### src/rtl/load_pkg.sv
// Shared types for the load path: access selectors, FSM states and access-size decode.
package load_pkg;

    typedef enum logic [2:0] {
        LB   = 3'd0,
        LH   = 3'd1,
        LW   = 3'd2,
        LBU  = 3'd3,
        LHU  = 3'd4,
        LWU  = 3'd5,
        LD   = 3'd6,
        RSVD = 3'd7
    } load_sel_t;

    typedef enum logic [2:0] {
        ST_IDLE  = 3'd0,
        ST_RD_LO = 3'd1,
        ST_RD_HI = 3'd2,
        ST_CAPT  = 3'd3,
        ST_RESP  = 3'd4
    } state_t;

    function automatic logic [3:0] size_bytes(input logic [2:0] sel);
        logic [3:0] s;
        case (sel)
            LB, LBU: s = 4'd1;
            LH, LHU: s = 4'd2;
            LW, LWU: s = 4'd4;
            LD:      s = 4'd8;
            default: s = 4'd1;
        endcase
        return s;
    endfunction

endpackage

### src/rtl/load_extend.sv
// Combinational byte extraction from a two-word window plus sign/zero extension.
module load_extend
    import load_pkg::*;
#(
    parameter int XLEN = 64
) (
    input  logic [XLEN-1:0]              word_hi,
    input  logic [XLEN-1:0]              word_lo,
    input  logic [$clog2(XLEN/8)-1:0]    off,
    input  logic [2:0]                   sel,
    output logic [XLEN-1:0]              result
);
    localparam int VW = $clog2(2 * XLEN);

    logic [2*XLEN-1:0] vec_s;
    logic [6:0]        nbits_s;
    logic [VW-1:0]     msb_s;
    logic [XLEN-1:0]   mask_s;
    logic              sign_s;

    // Shift the addressed bytes down, keep S*8 bits, fill the rest with sign or zero
    always_comb begin
        vec_s   = {word_hi, word_lo} >> {off, 3'b000};
        nbits_s = {size_bytes(sel), 3'b000};
        msb_s   = VW'(nbits_s - 7'd1);
        if ((sel == LB) || (sel == LH) || (sel == LW)) begin
            sign_s = vec_s[msb_s];
        end else begin
            sign_s = 1'b0;
        end
        for (int i = 0; i < XLEN; i++) begin
            mask_s[i] = (i < int'(nbits_s));
        end
        result = (vec_s[XLEN-1:0] & mask_s) | (sign_s ? ~mask_s : {XLEN{1'b0}});
    end

endmodule

### src/rtl/load_aligner.sv
// Load path unit: issues one or two aligned reads per request, then returns the
// extracted, extended value through a valid/ready response.
module load_aligner
    import load_pkg::*;
#(
    parameter int XLEN           = 64,
    parameter int ADDR_W         = 64,
    parameter int ALLOW_MISALIGN = 1
) (
    input  logic              clk,
    input  logic              reset_n,
    input  logic              req_valid,
    output logic              req_ready,
    input  logic [ADDR_W-1:0] req_addr,
    input  logic [2:0]        req_sel,
    output logic              mem_rd_en,
    output logic [ADDR_W-1:0] mem_addr,
    input  logic [XLEN-1:0]   mem_rdata,
    output logic              resp_valid,
    input  logic              resp_ready,
    output logic [XLEN-1:0]   resp_data,
    output logic              resp_err
);
    localparam int BYTES = XLEN / 8;
    localparam int OFF_W = $clog2(BYTES);

    state_t            state_q, state_d;
    logic [ADDR_W-1:0] addr_q, addr_d;
    logic [2:0]        sel_q, sel_d;
    logic [OFF_W-1:0]  off_q, off_d;
    logic              split_q, split_d;
    logic [XLEN-1:0]   lo_q, lo_d;
    logic [XLEN-1:0]   data_q, data_d;
    logic              err_q, err_d;

    logic [OFF_W-1:0]  req_off_s;
    logic [4:0]        req_span_s;
    logic              req_split_s;
    logic              req_err_s;
    logic [XLEN-1:0]   ext_hi_s, ext_lo_s, ext_res_s;

    // Request classification: word-crossing and error conditions
    always_comb begin
        req_off_s   = req_addr[OFF_W-1:0];
        req_span_s  = 5'(req_off_s) + 5'(size_bytes(req_sel));
        req_split_s = (req_span_s > 5'(BYTES));
        req_err_s   = (req_sel == RSVD) || ((req_sel == LD) && (XLEN == 32)) ||
                      (req_split_s && (ALLOW_MISALIGN == 0));
    end

    // Unsplit accesses see the single word in the low half of the window
    always_comb begin
        if (split_q) begin
            ext_hi_s = mem_rdata;
            ext_lo_s = lo_q;
        end else begin
            ext_hi_s = {XLEN{1'b0}};
            ext_lo_s = mem_rdata;
        end
    end

    load_extend #(.XLEN(XLEN)) u_extend (
        .word_hi (ext_hi_s),
        .word_lo (ext_lo_s),
        .off     (off_q),
        .sel     (sel_q),
        .result  (ext_res_s)
    );

    // Next-state and register update logic
    always_comb begin
        state_d = state_q;
        addr_d  = addr_q;
        sel_d   = sel_q;
        off_d   = off_q;
        split_d = split_q;
        lo_d    = lo_q;
        data_d  = data_q;
        err_d   = err_q;
        case (state_q)
            ST_IDLE: begin
                if (req_valid) begin
                    addr_d  = {req_addr[ADDR_W-1:OFF_W], {OFF_W{1'b0}}};
                    sel_d   = req_sel;
                    off_d   = req_off_s;
                    split_d = req_split_s;
                    data_d  = {XLEN{1'b0}};
                    err_d   = req_err_s;
                    state_d = req_err_s ? ST_RESP : ST_RD_LO;
                end else begin
                    state_d = ST_IDLE;
                end
            end
            ST_RD_LO: state_d = split_q ? ST_RD_HI : ST_CAPT;
            ST_RD_HI: begin
                lo_d    = mem_rdata;
                state_d = ST_CAPT;
            end
            ST_CAPT: begin
                data_d  = ext_res_s;
                err_d   = 1'b0;
                state_d = ST_RESP;
            end
            ST_RESP: begin
                if (resp_ready) begin
                    data_d  = {XLEN{1'b0}};
                    err_d   = 1'b0;
                    state_d = ST_IDLE;
                end else begin
                    state_d = ST_RESP;
                end
            end
            default: state_d = ST_IDLE;
        endcase
    end

    // State and datapath registers
    always_ff @(posedge clk or negedge reset_n) begin
        if (!reset_n) begin
            state_q <= ST_IDLE;
            addr_q  <= {ADDR_W{1'b0}};
            sel_q   <= 3'd0;
            off_q   <= {OFF_W{1'b0}};
            split_q <= 1'b0;
            lo_q    <= {XLEN{1'b0}};
            data_q  <= {XLEN{1'b0}};
            err_q   <= 1'b0;
        end else begin
            state_q <= state_d;
            addr_q  <= addr_d;
            sel_q   <= sel_d;
            off_q   <= off_d;
            split_q <= split_d;
            lo_q    <= lo_d;
            data_q  <= data_d;
            err_q   <= err_d;
        end
    end

    // Outputs decoded from state and registers only
    always_comb begin
        req_ready  = (state_q == ST_IDLE);
        mem_rd_en  = (state_q == ST_RD_LO) || (state_q == ST_RD_HI);
        resp_valid = (state_q == ST_RESP);
        resp_data  = data_q;
        resp_err   = err_q;
        case (state_q)
            ST_RD_LO: mem_addr = addr_q;
            ST_RD_HI: mem_addr = addr_q + ADDR_W'(BYTES);
            default:  mem_addr = {ADDR_W{1'b0}};
        endcase
    end

endmodule

### config.mk
export PLATFORM = sky130hd
export DESIGN_NAME = load_aligner
export DESIGN_NICKNAME = d
export VERILOG_FILES = /design/src/rtl/load_pkg.sv /design/src/rtl/load_extend.sv /design/src/rtl/load_aligner.sv
export SDC_FILE = /design/constraint.sdc
export NUM_CORES = 1
export LEC_CHECK = 0
export ABC_AREA = 1
export CAP_MARGIN = 20
export CORE_ASPECT_RATIO = 2
export CORE_MARGIN = 4
export CORE_UTILIZATION = 49
export DETAILED_ROUTE_END_ITERATION = 8
export PLACE_DENSITY = 0.78
export SLEW_MARGIN = 10
export SYNTH_ARGS = -nofsm -noshare
export SYNTH_HDL_FRONTEND = slang
export SYNTH_SLANG_ARGS = --single-unit
### constraint.sdc
create_clock -name clk -period 2.1 [get_ports clk]
set_input_delay 0.63 -clock clk [delete_from_list [all_inputs] [get_ports clk]]
set_output_delay 0.63 -clock clk [all_outputs]
set_load 0.01 [all_outputs]
**Yosys cells after proc, flatten, opt, wreduce, memory -nomap -nowiden**

Index checks and enable logic that the tools add are counted.

- Add/sub/neg operators: 3
- Multiply operators: 0
- Divide/modulo/power cells: 0
- Order comparisons: 66
- Equal/unequal tests: 17
- Shifts and indexed selects: 1
- Multiplexer cells: 20
- Bitwise operators: 3
- Reduce and logical (&&, ||, !) cells: 12

Operator list:

| kind | number |
|---|---|
| $mux 64 | 5 |
| $lt 6x7->1 const A | 32 |
| $pmux 64 s3 | 1 |
| $pmux 64 s2 | 1 |
| $shr 128x6->128 | 1 |
| $lt 5x7->1 const A | 16 |
| $add 64x4->64 const B | 1 |
| $and 64x64->64 | 1 |
| $not 64->64 | 1 |
| $or 64x64->64 | 1 |
| $lt 4x7->1 const A | 8 |
| $lt 3x7->1 const A | 4 |
| $eq 3x3->1 const B | 8 |
| $pmux 4 s3 | 2 |
| $pmux 3 s5 | 1 |
| $lt 1x7->1 const A | 2 |
| $lt 2x7->1 const A | 2 |
| $eq 3x2->1 const B | 4 |
| $eq 3x1->1 const B | 3 |
| $mux 3 | 3 |
| $lt 7x8->1 const B | 1 |
| $reduce_or 2->1 | 4 |
| $bmux 1 s7 | 1 |
| $sub 7x1->7 const B | 1 |
| 11 further kinds | 18 |

- Bits in registers: 200
- Latch bits: 0
- RAM bits: 0
- Bits in read-only memories: 0
- Input port bits: 135
- Output and inout port bits: 132
- Logic and storage cells: 130
- Memories kept: 0

**Logic depth before layout (Yosys ltp)**

Gate-level depths: netlist (run 1).

- Depth in word-level cells: 10
- Mapped depth: 15
- Mapped depth without buffers: 13

**By module**

A second synthesis (run 1) with hierarchy kept.

- Cells, all modules: 2398
- Area total of the unflattened synthesis: 15283.4 sq um

By module, submodules not included:

| module | instances | cells an instance | area each (sq um) | seq. area each (sq um) |
|---|---|---|---|---|
| load_aligner | 1 | 1668 | 11823.8 | 5004.8 |
| load_extend | 1 | 730 | 3459.6 | 0.0 |

**Least setup slack after synthesis (run 1)**

OpenSTA, ideal clock, no wires.

- Kind: register to output
- From: reg state_q[2]
- To: out mem_addr[10]
- Arrival time: 1.605 ns
- Data required time: 1.470 ns
- Path slack: -0.135 ns
- Cell stages (with the launch flop): 7
- Path buffers: 1
- Cell sequence: dfrtp_1 nor3_4 inv_2 clkbuf_1 nand2_1 inv_1 a311oi_1

- Longest elaborated chain between the ends: 2
- Elaborated cells on any way between the ends: 3
- Classes of those cells: eq/ne: 2; mux: 1

RTL lines:

| element | line | RTL |
|---|---|---|
| from (decl) | load_aligner.sv:27 | `state_t state_q, state_d;` |
| from (signal assigned) | load_aligner.sv:129 | `state_q <= state_d;` |
| $eq 3x2->1 / $eq 3x1->1 (equally long branches) | load_aligner.sv:147 | `case (state_q)` |
| $pmux 64 s2 * | load_aligner.sv:147 |  |
| to (decl) | load_aligner.sv:17 | `output logic [ADDR_W-1:0] mem_addr,` |

Every way passes the cells marked *; elsewhere a longest branch is shown, timed or not.

**Worst setup path after layout (run 1)**

- From: reg addr_q[13]
- To: out mem_addr[56]

- Longest elaborated chain between the ends: 2

RTL lines:

| element | line | RTL |
|---|---|---|
| from (decl) | load_aligner.sv:28 | `logic [ADDR_W-1:0] addr_q, addr_d;` |
| from (signal assigned) | load_aligner.sv:121 | `addr_q <= {ADDR_W{1'b0}};` |
| from (signal assigned) | load_aligner.sv:130 | `addr_q <= addr_d;` |
| $add 64x4->64 | load_aligner.sv:149 | `ST_RD_HI: mem_addr = addr_q + ADDR_W'(BYTES);` |
| $pmux 64 s2 | load_aligner.sv:147 |  |

Every way passes these cells.

==> results.py, run 1 <==
metrics = {
    "status": {
        "outcome": "complete, but fails checks",
        "violations": "setup timing",
    },
    "global_routing": {
        "grt_max_degree": 79,
        "track_usage": 0.464,
        "grt-ovfl-total": 0,
        "grt_pass1_vias": 19500,
        "grt_pass1_wl_um": 113000,
        "antenna_found_initial": 7,
    },
    "power_and_ir_drop": {
        "vdd_drop_max_mv": 1.18,
        "p_per_area_nw_per_um2": 1640,
        "p_leak_nw": 11.4,
    },
    "die": {
        "core_area_um2": 28800,
        "die_area_um2": 32200,
        "start_util": 0.497,
        "die_w_um": 129,
        "fp.dieH_um": 250,
        "pin_count": 267,
        "num_rows": 88,
    },
    "drt": {
        "drt_wl_total_um": 84600,
        "drtIter0Drc": 2891,
        "postRouteAntennaNets": 0,
        "via_count": 20500,
        "wire_per_inst_um": 26.1,
        "viasPerCell": 6.33,
        "drtPass1Iterations": 7,
        "drc_errors": 0,
    },
    "timing": {
        "period_share": 1.59,
        "rsz0062_at_grt": "true",
        "setup_viol": 107,
        "clock.fmax_mhz": 299,
        "tightest_slew_ns": 1.04,
        "hold_viol_final": 0,
        "finalMaxSlewViolations": 0,
        "finalCriticalPeriod_ns": 3.35,
        "fin_skew_ns": 0.0212,
        "timing.hold.ws_ns": 0.105,
        "relSlewSlack": 0.302,
        "layout_setup_ws_ns": -1.25,
    },
    "finish": {
        "drive_above_1_share": 0.346,
        "syn_to_final_growth_pct": 63.4,
        "fillerInstances": 1840,
        "nets": 3001,
    },
    "cts": {
        "cts-hold-fix-buffers": 0,
        "clock_latency_ns": 0.48,
        "tritoncts": "yes",
        "clkTransAtPathRegs_ns": 0.10,
        "ctsLongestPathBuffers": 2,
        "htree_levels": 4,
        "cts_num_sinks": 200,
        "cts_buffers": 17,
        "cts_root_buffer": "clkbuf_16",
    },
    "synth": {
        "yosysTopAreaCell": "dfrtp_1",
        "yosys_warnings": 0,
        "synth-compound-area-share": 0.148,
        "synth_fa_ha_area_frac": 0.00489,
        "synthTopCellsByArea": "dfrtp_1 (35%), nand2_1 (20%), nand3_1 (11%)",
        "muxShareOfSynthArea": 0,
        "ys_seq_area_frac": 0.349,
        "yosysTopAreaCellShare": 0.349,
        "syn_inst": 2207,
        "ys_seq_elements": 200,
        "synth_top_family_by_area": "simple AND/OR/NAND/NOR gates",
        "avgSynthCellArea_um2": 6.49,
        "synth_area_um2": 14300,
        "synth_edf_count": 0,
        "async_flop_share": 1.00,
        "synth.distinct_cells": 47,
        "synth-simple-area-share": 0.395,
        "synth-xor-area-share": 0.00367,
        "synth-main-ff-cell": "dfrtp_1",
    },
    "worst_setup_path": {
        "timing.rr.start": "state_q[1]",
        "cp-start-kind": "register",
        "required_ns": 1.47,
        "worstSetupStartpoint": "addr_q[13]",
        "critPathCaptureType": "output port",
        "path_class": "register to output port",
        "worst_r2r_path_depth": 9,
        "rr_endpoint": "addr_q[14]",
        "ff2ff_setup_slack_ns": -0.21,
        "worstPathArrival_ns": 2.72,
        "crit_fanout": 3,
    },
    "placement": {
        "place_congestion": 1.12,
        "dpl.hpwl_um": 55200,
        "portBuffers": 263,
        "post-place-ws_ns": -1.33,
    },
    "flow_run": {
        "maxCapViolations": 0,
    },
    "hold_path": {
        "hold_class": "input pin to asynchronous set/reset pin",
    },
}
[metal layers]
| metal | GRT usage | vias up | share of wire |
|---|---|---|---|
| met5 | 0.00795 | - | 0.00043 |
| met4 | 0.498 | 6 | 0.15 |
| met3 | 0.0990 | 798 | 0.11 |
| met2 | 0.774 | 1732 | 0.46 |
| met1 | 0.435 | 9359 | 0.28 |
| li1 | - | 8611 | - |
[logic make-up after synthesis]
kind of cell               Yosys count
adders and majority gates            5
buffers and inverters              313
and+or+nand+nor                   1295
AOI/OAI and AO/OA                  387
xor gates and xnor gates             6
DFF                                200
other                                1
[worst max path at each step]
stage	to	slack [ns]	depth (start not counted)
2_1_floorplan	mem_addr[41]	-0.10	12
3_3_place_gp	mem_addr[61]	-1.30	13
3_5_place_dp	mem_addr[61]	-1.33	13
4_1_cts	mem_addr[31]	-1.00	13
5_1_grt	mem_addr[56]	-1.25	12
6_report	mem_addr[56]	-1.25	12
[report_power, final]
group          switching, mW  internal [mW]  total, mW
clock network           1.76           1.54       3.30
registers               1.49           5.66       7.15
logic                   16.9           11.1       28.0
[flip-flops by register name, indices dropped and copies added (netlist names)]
register / cells
off_q: 3
lo_q: 64
state_q: 3
resp_err: 1
addr_q: 61
sel_q: 3
resp_data: 64
split_q: 1
[cell usage in the layout (no fill, tap or decap), types with 17 or more instances in the layout]
master,instances
inv_2,19
nand4_1,30
clkbuf_16,23
clkdlybuf4s50_1,189
a21oi_1,56
o21ai_2,41
nand2_4,25
o22ai_1,30
dfrtp_1,184
nand2_2,56
nor2_1,28
o21ai_1,33
o221ai_1,17
o21ai_0,156
nand3_1,264
nor2_4,45
buf_6,97
inv_1,141
nor2_2,24
buf_12,34
nand3_2,41
buf_2,53
nand2_1,700
buf_4,371
[worst max-delay path, stage by stage, from the launching register on]
cell     delay (ns)
dfrtp_2        0.46
nand2_2        0.11
nor2_4         0.20
nand3_4        0.23
buf_6          0.20
nor2_4         0.27
nand2_2        0.11
inv_2          0.12
nand3_2        0.07
nand2_2        0.10
nand3_2        0.09
o21ai_2        0.09
buf_2          0.16
[what timing repair did]
item | in CTS | in global routing
pin swaps | 84 | 106
resized for setup | 569 | 316
endpoints found under the setup margin | 74 | 124
gates cloned | 1 | 6
buffers inserted | 72 | 41
[per-stage QoR]
step                cells  power, mW  utilization  cell area (um2)  TNS [ns]
detailed placement   3099       30.1        0.697            20100    -76.44
finish               3238       38.4        0.812            23400    -60.71
global placement     3099       29.6        0.697            20100    -73.37
global route         3237       40.1        0.812            23400    -68.10
CTS                  3197       34.5        0.759            21900    -45.79
floorplan            2209       18.9            -            14400    -0.660
[layout make-up]
type                    instances  area [um2]  share of cell area
flip-flops and latches        200        5020               0.215
multi-input cells            1696        9540               0.408
well taps                     360         450              0.0192
clock inverters                15         119             0.00508
inverters                     179         749              0.0320
repair buffers                767        7090               0.303
clock buffers                  17         425              0.0182
diodes                          4        10.0            0.000428
[cell usage after synthesis, types with 2 or more instances]
library cell	number
a21oi_1	69
a22oi_1	5
a311oi_1	2
a32o_1	2
buf_1	11
buf_2	49
buf_4	8
buf_6	19
clkbuf_1	47
dfrtp_1	200
ha_1	4
inv_1	166
inv_2	11
inv_4	2
nand2_1	774
nand2_2	8
nand2_4	5
nand3_1	309
nand3_2	4
nand3_4	2
nand4_1	30
nor2_1	84
nor2_2	7
nor2_4	6
nor3_1	36
nor3_2	5
nor3_4	2
o211ai_1	7
o21a_1	2
o21ai_0	213
o21ai_1	20
o21bai_1	2
o221ai_1	17
o22ai_1	45
or2_1	4
or2_2	15
xnor2_1	2
xor2_1	4
Note: power is estimated with default switching activity, not from simulation.
==> run 2, diff against run 1 <==
--- a/config.mk
+++ b/config.mk
@@ -11,6 +11,7 @@
 export CORE_MARGIN = 4
 export CORE_UTILIZATION = 49
 export DETAILED_ROUTE_END_ITERATION = 8
+export HOLD_SLACK_MARGIN = 0.08
 export PLACE_DENSITY = 0.78
 export SLEW_MARGIN = 10
 export SYNTH_ARGS = -nofsm -noshare
==> results of run 2 <==
Final layout, timing and power as in run 1 (identical DEF).
==> patch, RTL diff (flow settings as in run 2) <==
Encoding of `state_t`: now one-hot (5 bits for 5 states).
--- a/src/rtl/load_pkg.sv
+++ b/src/rtl/load_pkg.sv
@@ -13,10 +13,10 @@
     } load_sel_t;
 
-    typedef enum logic [2:0] {
-        ST_IDLE  = 3'd0,
-        ST_RD_LO = 3'd1,
-        ST_RD_HI = 3'd2,
-        ST_CAPT  = 3'd3,
-        ST_RESP  = 3'd4
+    typedef enum logic [4:0] {
+        ST_IDLE  = 5'b00001,
+        ST_RD_LO = 5'b00010,
+        ST_RD_HI = 5'b00100,
+        ST_CAPT  = 5'b01000,
+        ST_RESP  = 5'b10000
     } state_t;
 
Behaviour: no difference found for any inputs over 4 cycles, from zero or initial values and one cycle with reset_n low; so few cycles prove little.
==> patch against run 2 <==
The run now fails in global routing. Area after synthesis down 0.70%.
==> patch: results (changes against run 2) <==
metric	value	unit	change
grtUsageTotal	0.6697		
place_inst	3096		-0.097%
port_buffers	263		unchanged
synth_area_leaders	dfrtp_1 (35%), nand2_1 (20%), nand3_1 (10%), o21ai_0 (7.4%), inv_1 (4.6%)		
cts.sinks	202		+1.0%
hpwlAfterDp	56780	um	+2.9%
tool.error	[ERROR GRT-0232] Routing congestion too high. Check the congestion heatmap in the GUI.		
lastStage	global routing		
worst_endpoint	mem_addr[55]		
yosysWarnings	0		unchanged
h-tree-depth	1		-3
synth_area_per_cell	6.443	um2	-0.79%
place_ws	-1.110	ns	+0.2234 ns
cts-root-buf	clkbuf_16		
placed_cell_area	20120	um2	about the same
yosysSeqAreaShare	0.3553		+0.006060
clockBufferDepth	3		+1
gp_congestion	1.192		+6.0%
status	did not finish		
synth_commonest_cells	nand2_1 (758), nand3_1 (298), o21ai_0 (211), dfrtp_1 (201), inv_1 (175)		
yosysUniqueCellTypes	47		unchanged
overflow	98		
grt_start_max_net_pins	75		
synth_async_sr_flop_share	1.000		unchanged
cts_inserted_buffers	20		+3
worst-ep-kind	primary output		
-- patch: changes by cell type after synthesis, moves of 5 or more --
cell / delta
o21ai_1: +14
nand2_1: -16
o22ai_1: -6
nor2_4: -5
o211ai_1: +11
clkbuf_1: +13
nand2_2: -5
nor2_1: +19
buf_6: -9
buf_2: -8
nand4_1: +7
inv_1: +9
nand3_1: -11
-- patch: timing repair --
item                       4_1_cts
setup endpoints to repair      146
pin swaps                       67
gates resized for setup        599
setup buffers                   52
cloned                           4
-- patch: kinds of logic after synthesis --
kind of cell	count (synthesis)	share of synthesized area
AO/OA/AOI/OAI	406	0.1594
XOR/XNOR	8	0.004923
adder cells (fa/ha/maj)	5	0.004923
buffers and inverters	319	0.09512
flip-flops	202	0.3553
other	1	0.0002635
AND/OR/NAND/NOR	1268	0.3801
-- patch: metrics by stage --
| stage | util | hold slack, ns |
|---|---|---|
| after floorplan | - | 0.3344 |
| after global placement | 0.7003 | 0.4598 |
| after detailed placement | 0.7003 | 0.4653 |
| after CTS | 0.7677 | 0.1110 |
-- patch: per-layer routing --
layer	overflow	GRT usage
met5	0	0.02385
met4	48	0.7636
met3	1	0.4326
met2	48	0.8815
met1	1	0.6393
